==> src/rtl/idu1_scoreboard_pkg.sv <==
// Shared types and default sizes for the IDU1 register/unit scoreboard.
package idu1_scoreboard_pkg;

  localparam int unsigned SB_NREGS        = 32;
  localparam int unsigned SB_NUM_WB       = 2;
  localparam int unsigned SB_MAX_INFLIGHT = 3;
  localparam int unsigned SB_NUM_CLASSES  = 4;
  localparam int unsigned SB_CLASS_DEPTH  = 2;
  localparam int unsigned SB_AW           = 5;
  localparam int unsigned SB_CNT_W        = $clog2(SB_MAX_INFLIGHT + 1);
  localparam int unsigned SB_OCC_W        = $clog2(SB_CLASS_DEPTH + 1);

  typedef enum logic [1:0] {
    SB_MUL = 2'd0,
    SB_DIV = 2'd1,
    SB_LSU = 2'd2,
    SB_MAC = 2'd3
  } sb_class_e;

  typedef struct packed {
    logic                      valid;
    logic                      rs1_en;
    logic [SB_AW-1:0]          rs1_addr;
    logic                      rs2_en;
    logic [SB_AW-1:0]          rs2_addr;
    logic                      rd_en;
    logic [SB_AW-1:0]          rd_addr;
    logic [SB_NUM_CLASSES-1:0] cls;
  } sb_issue_t;

  function automatic logic [SB_NUM_CLASSES-1:0] sb_class_onehot(input sb_class_e c);
    return SB_NUM_CLASSES'(1) << c;
  endfunction

endpackage

==> src/rtl/sb_updown_cnt.sv <==
// Saturating up/down counter: one increment, multi-decrement, clamps at 0 and flags underflow.
module sb_updown_cnt #(
  parameter int unsigned MAX_VAL = 3,
  parameter int unsigned DEC_MAX = 2,
  parameter int unsigned W       = $clog2(MAX_VAL + 1),
  parameter int unsigned DW      = $clog2(DEC_MAX + 1)
) (
  input  logic          clk,
  input  logic          rst,
  input  logic          i_inc,
  input  logic [DW-1:0] i_dec,
  output logic [W-1:0]  o_cnt,
  output logic          o_full_c,
  output logic          o_uflow_c
);

  localparam int unsigned EW = ((W > DW) ? W : DW) + 1;

  logic [W-1:0]  r_cnt;
  logic [EW-1:0] w_cur;
  logic [EW-1:0] w_dec;
  logic [EW-1:0] w_base;
  logic [EW-1:0] w_nxt;

  // Underflow is judged against the current count, before this cycle's increment.
  assign w_cur     = EW'(r_cnt);
  assign w_dec     = EW'(i_dec);
  assign o_uflow_c = (w_dec > w_cur);
  assign w_base    = o_uflow_c ? '0 : (w_cur - w_dec);
  assign w_nxt     = w_base + EW'(i_inc);

  always_ff @(posedge clk or posedge rst) begin
    if (rst) begin
      r_cnt <= '0;
    end else begin
      r_cnt <= (w_nxt > EW'(MAX_VAL)) ? W'(MAX_VAL) : W'(w_nxt);
    end
  end

  assign o_cnt    = r_cnt;
  assign o_full_c = (r_cnt == W'(MAX_VAL));

endmodule

==> src/rtl/idu1_scoreboard.sv <==
// Per-register RAW/WAW and per-class occupancy scoreboard at the decode/execute boundary.
// Optional SB_BYPASS_EN: writebacks/completions release hazards in the same cycle.
module idu1_scoreboard
  import idu1_scoreboard_pkg::*;
#(
  parameter int unsigned NREGS        = SB_NREGS,
  parameter int unsigned NUM_WB       = SB_NUM_WB,
  parameter int unsigned MAX_INFLIGHT = SB_MAX_INFLIGHT,
  parameter int unsigned NUM_CLASSES  = SB_NUM_CLASSES,
  parameter int unsigned CLASS_DEPTH  = SB_CLASS_DEPTH
) (
  input  logic                     clk,
  input  logic                     rst,
  input  logic                     flush,
  input  logic                     issue_valid,
  input  logic                     issue_rs1_en,
  input  logic                     issue_rs2_en,
  input  logic                     issue_rd_en,
  input  logic [4:0]               issue_rs1_addr,
  input  logic [4:0]               issue_rs2_addr,
  input  logic [4:0]               issue_rd_addr,
  input  logic [NUM_CLASSES-1:0]   issue_class,
  output logic                     issue_ready,
  input  logic [NUM_WB-1:0]        wb_valid,
  input  logic [5*NUM_WB-1:0]      wb_rd_addr,
  input  logic [NUM_CLASSES-1:0]   cmpl_valid,
  output logic                     hazard_raw,
  output logic                     hazard_waw,
  output logic                     hazard_struct,
  output logic                     sb_busy,
  output logic                     sb_err
);

  localparam int unsigned CNT_W = $clog2(MAX_INFLIGHT + 1);
  localparam int unsigned OCC_W = $clog2(CLASS_DEPTH + 1);
  localparam int unsigned WBC_W = $clog2(NUM_WB + 1);

  sb_issue_t                          w_iss;
  logic                               w_issue;
  logic [NREGS-1:0][WBC_W-1:0]        w_wb_dec;
  logic [NREGS-1:0][CNT_W-1:0]        w_cnt;
  logic [NREGS-1:0]                   w_full;
  logic [NREGS-1:0]                   w_uflow;
  logic [NREGS-1:0]                   w_busy;
  logic [NREGS-1:0][NUM_CLASSES-1:0]  r_cls;
  logic [NUM_CLASSES-1:0][OCC_W-1:0]  w_occ;
  logic [NUM_CLASSES-1:0]             w_occ_full;
  logic [NUM_CLASSES-1:0]             w_occ_uflow;
  logic [NUM_CLASSES-1:0]             w_struct;
  logic                               r_err;

  always_comb begin
    w_iss          = '0;
    w_iss.valid    = issue_valid;
    w_iss.rs1_en   = issue_rs1_en;
    w_iss.rs1_addr = issue_rs1_addr;
    w_iss.rs2_en   = issue_rs2_en;
    w_iss.rs2_addr = issue_rs2_addr;
    w_iss.rd_en    = issue_rd_en;
    w_iss.rd_addr  = issue_rd_addr;
    w_iss.cls      = issue_class;
  end

  // Count writebacks per register; two ports on one register decrement by two.
  always_comb begin
    w_wb_dec = '0;
    for (int p = 0; p < int'(NUM_WB); p++) begin
      if (wb_valid[p]) begin
        w_wb_dec[wb_rd_addr[5*p +: 5]] = w_wb_dec[wb_rd_addr[5*p +: 5]] + WBC_W'(1);
      end
    end
  end

  // x0 is never tracked; a writeback naming it is a writeback with nothing pending.
  assign w_cnt[0]   = '0;
  assign w_full[0]  = 1'b0;
  assign w_busy[0]  = 1'b0;
  assign w_uflow[0] = |w_wb_dec[0];

  for (genvar r = 1; r < int'(NREGS); r++) begin : g_reg
    logic w_inc;
    assign w_inc = w_issue & w_iss.rd_en & (w_iss.rd_addr == 5'(r));

    sb_updown_cnt #(
      .MAX_VAL (MAX_INFLIGHT),
      .DEC_MAX (NUM_WB),
      .W       (CNT_W),
      .DW      (WBC_W)
    ) u_cnt (
      .clk       (clk),
      .rst       (rst),
      .i_inc     (w_inc),
      .i_dec     (w_wb_dec[r]),
      .o_cnt     (w_cnt[r]),
      .o_full_c  (w_full[r]),
      .o_uflow_c (w_uflow[r])
    );

`ifdef SB_BYPASS_EN
    assign w_busy[r] = (int'(w_cnt[r]) > int'(w_wb_dec[r]));
`else
    assign w_busy[r] = (w_cnt[r] != '0);
`endif
  end

  for (genvar c = 0; c < int'(NUM_CLASSES); c++) begin : g_cls
    sb_updown_cnt #(
      .MAX_VAL (CLASS_DEPTH),
      .DEC_MAX (1),
      .W       (OCC_W),
      .DW      (1)
    ) u_occ (
      .clk       (clk),
      .rst       (rst),
      .i_inc     (w_issue & w_iss.cls[c]),
      .i_dec     (cmpl_valid[c]),
      .o_cnt     (w_occ[c]),
      .o_full_c  (w_occ_full[c]),
      .o_uflow_c (w_occ_uflow[c])
    );

`ifdef SB_BYPASS_EN
    assign w_struct[c] = w_iss.cls[c] & w_occ_full[c] & ~cmpl_valid[c];
`else
    assign w_struct[c] = w_iss.cls[c] & w_occ_full[c];
`endif
  end

  // Same-class writers retire in order, so only a class change or a full count blocks WAW.
  always_comb begin
    hazard_raw    = (w_iss.rs1_en & w_busy[w_iss.rs1_addr]) |
                    (w_iss.rs2_en & w_busy[w_iss.rs2_addr]);
    hazard_waw    = w_iss.rd_en & (w_iss.rd_addr != '0) & (w_cnt[w_iss.rd_addr] != '0) &
                    ((r_cls[w_iss.rd_addr] != w_iss.cls) | w_full[w_iss.rd_addr]);
    hazard_struct = |w_struct;
    issue_ready   = ~(hazard_raw | hazard_waw | hazard_struct);
  end

  assign w_issue = w_iss.valid & issue_ready & ~flush;

  always_ff @(posedge clk or posedge rst) begin
    if (rst) begin
      r_cls <= '0;
      r_err <= 1'b0;
    end else begin
      if (w_issue & w_iss.rd_en & (w_iss.rd_addr != '0)) begin
        r_cls[w_iss.rd_addr] <= w_iss.cls;
      end
      if ((|w_uflow) | (|w_occ_uflow)) begin
        r_err <= 1'b1;
      end
    end
  end

  assign sb_err  = r_err;
  assign sb_busy = (w_cnt != '0) | (w_occ != '0);

endmodule
==> config.mk <==
export PLATFORM = sky130hd
export DESIGN_NAME = idu1_scoreboard
export DESIGN_NICKNAME = d
export VERILOG_FILES = /design/src/rtl/idu1_scoreboard_pkg.sv /design/src/rtl/sb_updown_cnt.sv /design/src/rtl/idu1_scoreboard.sv
export SDC_FILE = /design/constraint.sdc
export NUM_CORES = 1
export LEC_CHECK = 0
export BUFFER_PORTS_ARGS = -buffer_cell sky130_fd_sc_hd__clkbuf_2
export CAP_MARGIN = 0
export CORE_MARGIN = 8
export CORE_UTILIZATION = 45
export CTS_CLUSTER_DIAMETER = 60
export DETAILED_ROUTE_END_ITERATION = 6
export PLACE_DENSITY = 0.73
export SLEW_MARGIN = 30
export SYNTH_ARGS = -nofsm -noshare
export SYNTH_HDL_FRONTEND = slang
export SYNTH_SLANG_ARGS = --single-unit
==> constraint.sdc <==
create_clock -name clk -period 10.4 [get_ports clk]
set_input_delay 0.52 -clock clk [delete_from_list [all_inputs] [get_ports clk]]
set_output_delay 0.52 -clock clk [all_outputs]
set_load 0.02 [all_outputs]
==> impl_metrics.ini <==
[yosys]
edff_count_synth = 0
synthesis.area_per_instance_sq_um = 11.2
synth.largest_area_cell = sky130_fd_sc_hd__dfrtp_1
async_flop_share_pct = 100
synth.area.top_cells = sky130_fd_sc_hd__dfrtp_1 (37%), sky130_fd_sc_hd__mux2_2 (10%), sky130_fd_sc_hd__mux4_2 (7.5%)
ys_seq_area_share_pct = 37.1
syn_inst = 1200
post_synth_num_cell_types = 65
synth_top_flop_cell = sky130_fd_sc_hd__dfrtp_1
postSynthNetCount = 1347
ys_ff_latch = 199
synth_top_area_share_pct = 37.1
yosysWarnings = 0
synth.cell_area_sq_um = 13400
synthMostInstantiatedCell = sky130_fd_sc_hd__dfrtp_1
ys_top_cells_by_count = sky130_fd_sc_hd__dfrtp_1 (199), sky130_fd_sc_hd__mux2_2 (121), sky130_fd_sc_hd__inv_1 (75), sky130_fd_sc_hd__ha_1 (74), sky130_fd_sc_hd__nand2_1 (69)

[sta]
timing.clock.skew_ns = 0.0153
worst_slew_margin_rel_pct = 25.0
timing.setup.tns_ns = 0
unrepaired_setup_endpoints_after_global_routing = false
post-route-period-util_pct = 46.4
timing_worst_slew_pin_value_ns = 1.12
hold_viol = 0
finalCriticalPeriod_ns = 4.82
setup_viol_count_final = 0
achievable-frequency_ghz = 0.207
final_max_slew_viol_count = 0

[detailed_routing]
postRouteWirelength_mm = 36.6
routed-via-count = 10200
drc = 0
firstDrtPassIters = 6
antenna_violating_nets_post_route = 0
initialDrtViolationCount = 1175
wl_per_cell_microns = 22.9
vias_per_cell = 6.36

[clocking]
cts_tree = yes
clk_root_buffer_cell = sky130_fd_sc_hd__clkbuf_16
worstSkewPairLatency_ns = 0.45
ctsResizeCount = 0
cts-htree-levels = 4
numCtsBuffers = 17
clock-sinks = 199
clk_path_buf_depth = 2
postCtsHoldBufs = 0
postCtsSetupBuffers = 0
cts_clk_pin_slew_worst_paths_ns = 0.08

[grt]
grt_pass1_wl_mm = 59.1
grt_start_max_net_pins = 136
grt_pass1_vias = 10200
overall_fraction_of_global_route_tracks_in_use_pct = 21.0
gr-total-overflow = 0
grt_antenna_before_repair = 0

[final_layout]
instances_no_fill = 1597
nNetsFinal = 1341
antenna-diode-count = 0
fillers = 2578
syn_to_final_growth_pct = 8.19
drive_gt1_share_pct = 27.6

[floorplanning]
placementRows = 63
floorplan.die_area_sq_um = 35600
die_y_microns = 189
initial_core_util_pct = 45.5
core_area_sq_um = 29500
number_of_top_level_pins = 48
die-width_microns = 189

[critical_path]
cp-startpoint = issue_rd_addr[0]
path_buf_inv = 3
critPathMaxFanout = 43
timing.setup.critical_path_class = input pin to primary output
worst_path_dominant_cell_family = buffers and inverters
crit_path_frequent_cell = sky130_fd_sc_hd__buf_4
startpoint_class_of_the_critical_path = input pin
critPathSlowestCell = sky130_fd_sc_hd__buf_4
data_required_time_at_the_worst_endpoint_ns = 9.88
timing.critical_path.to_type = primary output
max_stage_delay_ns = 0.65
r2r_setup_slack_ns = 6.08
timing.critical_path.cells = buf_4 -> buf_4 -> mux4_2 -> a22o_1 -> a211o_1 -> and3_1 -> o22ai_1 -> nor4_4 -> nor2_4 -> nor2_1 -> clkbuf_2
regToRegStartpoint = g_reg[17].u_cnt.o_cnt[1]
worstPathArrival_ns = 4.30

[place]
gp_congestion = 0.917
post-place-cells = 1565
hpwl_mm = 26.0
port_buffers = 47

[pwr]
cellPowerDensity_nw_per_um2 = 186
max-vdd-ir-drop_v = 0.000130
static-leakage-power_uw = 0.00648

[hold_path]
holdCritPathClass = input pin to asynchronous set/reset pin

[status]
status = finished clean

[flow_run]
maxCapViolCount = 0
-- stage by stage --
step | cell area [sq um] | setup slack [ns] | total power (uW) | hold WS [ns] | util (%)
final | 14500 | 5.58 | 2700 | 0.154 | 49.3
after global routing | 14500 | 5.37 | 2860 | 0.205 | 49.3
after CTS | 14500 | 5.61 | 2690 | 0.314 | 49.2
after detailed placement | 13900 | 5.37 | 1990 | 0.363 | 47.1
after global placement | 13900 | 5.09 | 1950 | 0.361 | 47.1
after floorplan | 13400 | 4.45 | 1710 | 0.425 | -
-- worst paths after layout --
kind,to,cells past startpoint
max in group asynchronous,r_cls[120],3
worst min-delay path,r_cls[46],2
worst max register to register,g_reg[6].u_cnt.o_cnt[0],11
worst min register to register,r_cls[2],0
min in group clk,r_cls[2],0
worst max-delay path,issue_ready,11
-- registers in the layout (all words and copies together), names as in the netlist --
| name | flops |
|---|---|
| g.u_cnt.o_cnt | 62 |
| g_cls.u_occ.o_cnt | 8 |
| r_cls | 128 |
| sb_err | 1 |
-- final cells by class --
cell class | instances | area (sq um) | area share, %
multi-input combinational | 845 | 7840 | 54.0
timing repair buffer | 54 | 290 | 2.00
clock inverter | 14 | 193 | 1.33
clock buffer | 18 | 429 | 2.95
inverter | 77 | 302 | 2.08
tap | 390 | 488 | 3.36
sequential | 199 | 4980 | 34.3
-- report_power, final --
| part | switching [uW] | leakage, uW | internal (uW) | total, uW |
|---|---|---|---|---|
| registers | 153 | 0.00264 | 928 | 1080 |
| logic | 515 | 0.00354 | 406 | 921 |
| clock network | 328 | 0.000292 | 365 | 694 |
| total | 996 | 0.00648 | 1700 | 2700 |
-- cells in the final DEF (no fill, tap or decap), types with 31 or more instances in the layout --
cell and count:
sky130_fd_sc_hd__a21o_1 31, sky130_fd_sc_hd__a31o_2 31, sky130_fd_sc_hd__clkbuf_2 46, sky130_fd_sc_hd__dfrtp_1 199, sky130_fd_sc_hd__fa_1 31, sky130_fd_sc_hd__ha_1 74
sky130_fd_sc_hd__inv_1 74, sky130_fd_sc_hd__mux2_2 121, sky130_fd_sc_hd__mux4_2 45, sky130_fd_sc_hd__nand2_1 69, sky130_fd_sc_hd__nor2_1 52, sky130_fd_sc_hd__nor2b_1 41
sky130_fd_sc_hd__nor4_1 37, sky130_fd_sc_hd__o211ai_1 38, sky130_fd_sc_hd__o31ai_1 32
-- cell families (layout without fill, tap and decap cells) --
group	Yosys count	after routing	share of synthesized area, %
and+or+nand+nor	348	348	15.1
DFF	199	199	37.1
buffers and inverters	156	163	4.69
AOI/OAI and AO/OA	189	189	11.0
xor gates and xnor gates	8	8	0.522
adders and majority gates	105	105	11.5
muxes	195	195	20.0
-- routing by layer --
metal	part of all wire, %	wire (microns)	GRT usage (%)	vias to the layer above
met5	0	0	0	-
met4	3.1	1130	7.64	0
met3	8.2	2990	4.68	86
met2	46	16800	32.1	442
met1	43	15800	28.9	5171
li1	-	-	-	4457
(Power assumes the default switching activity.)
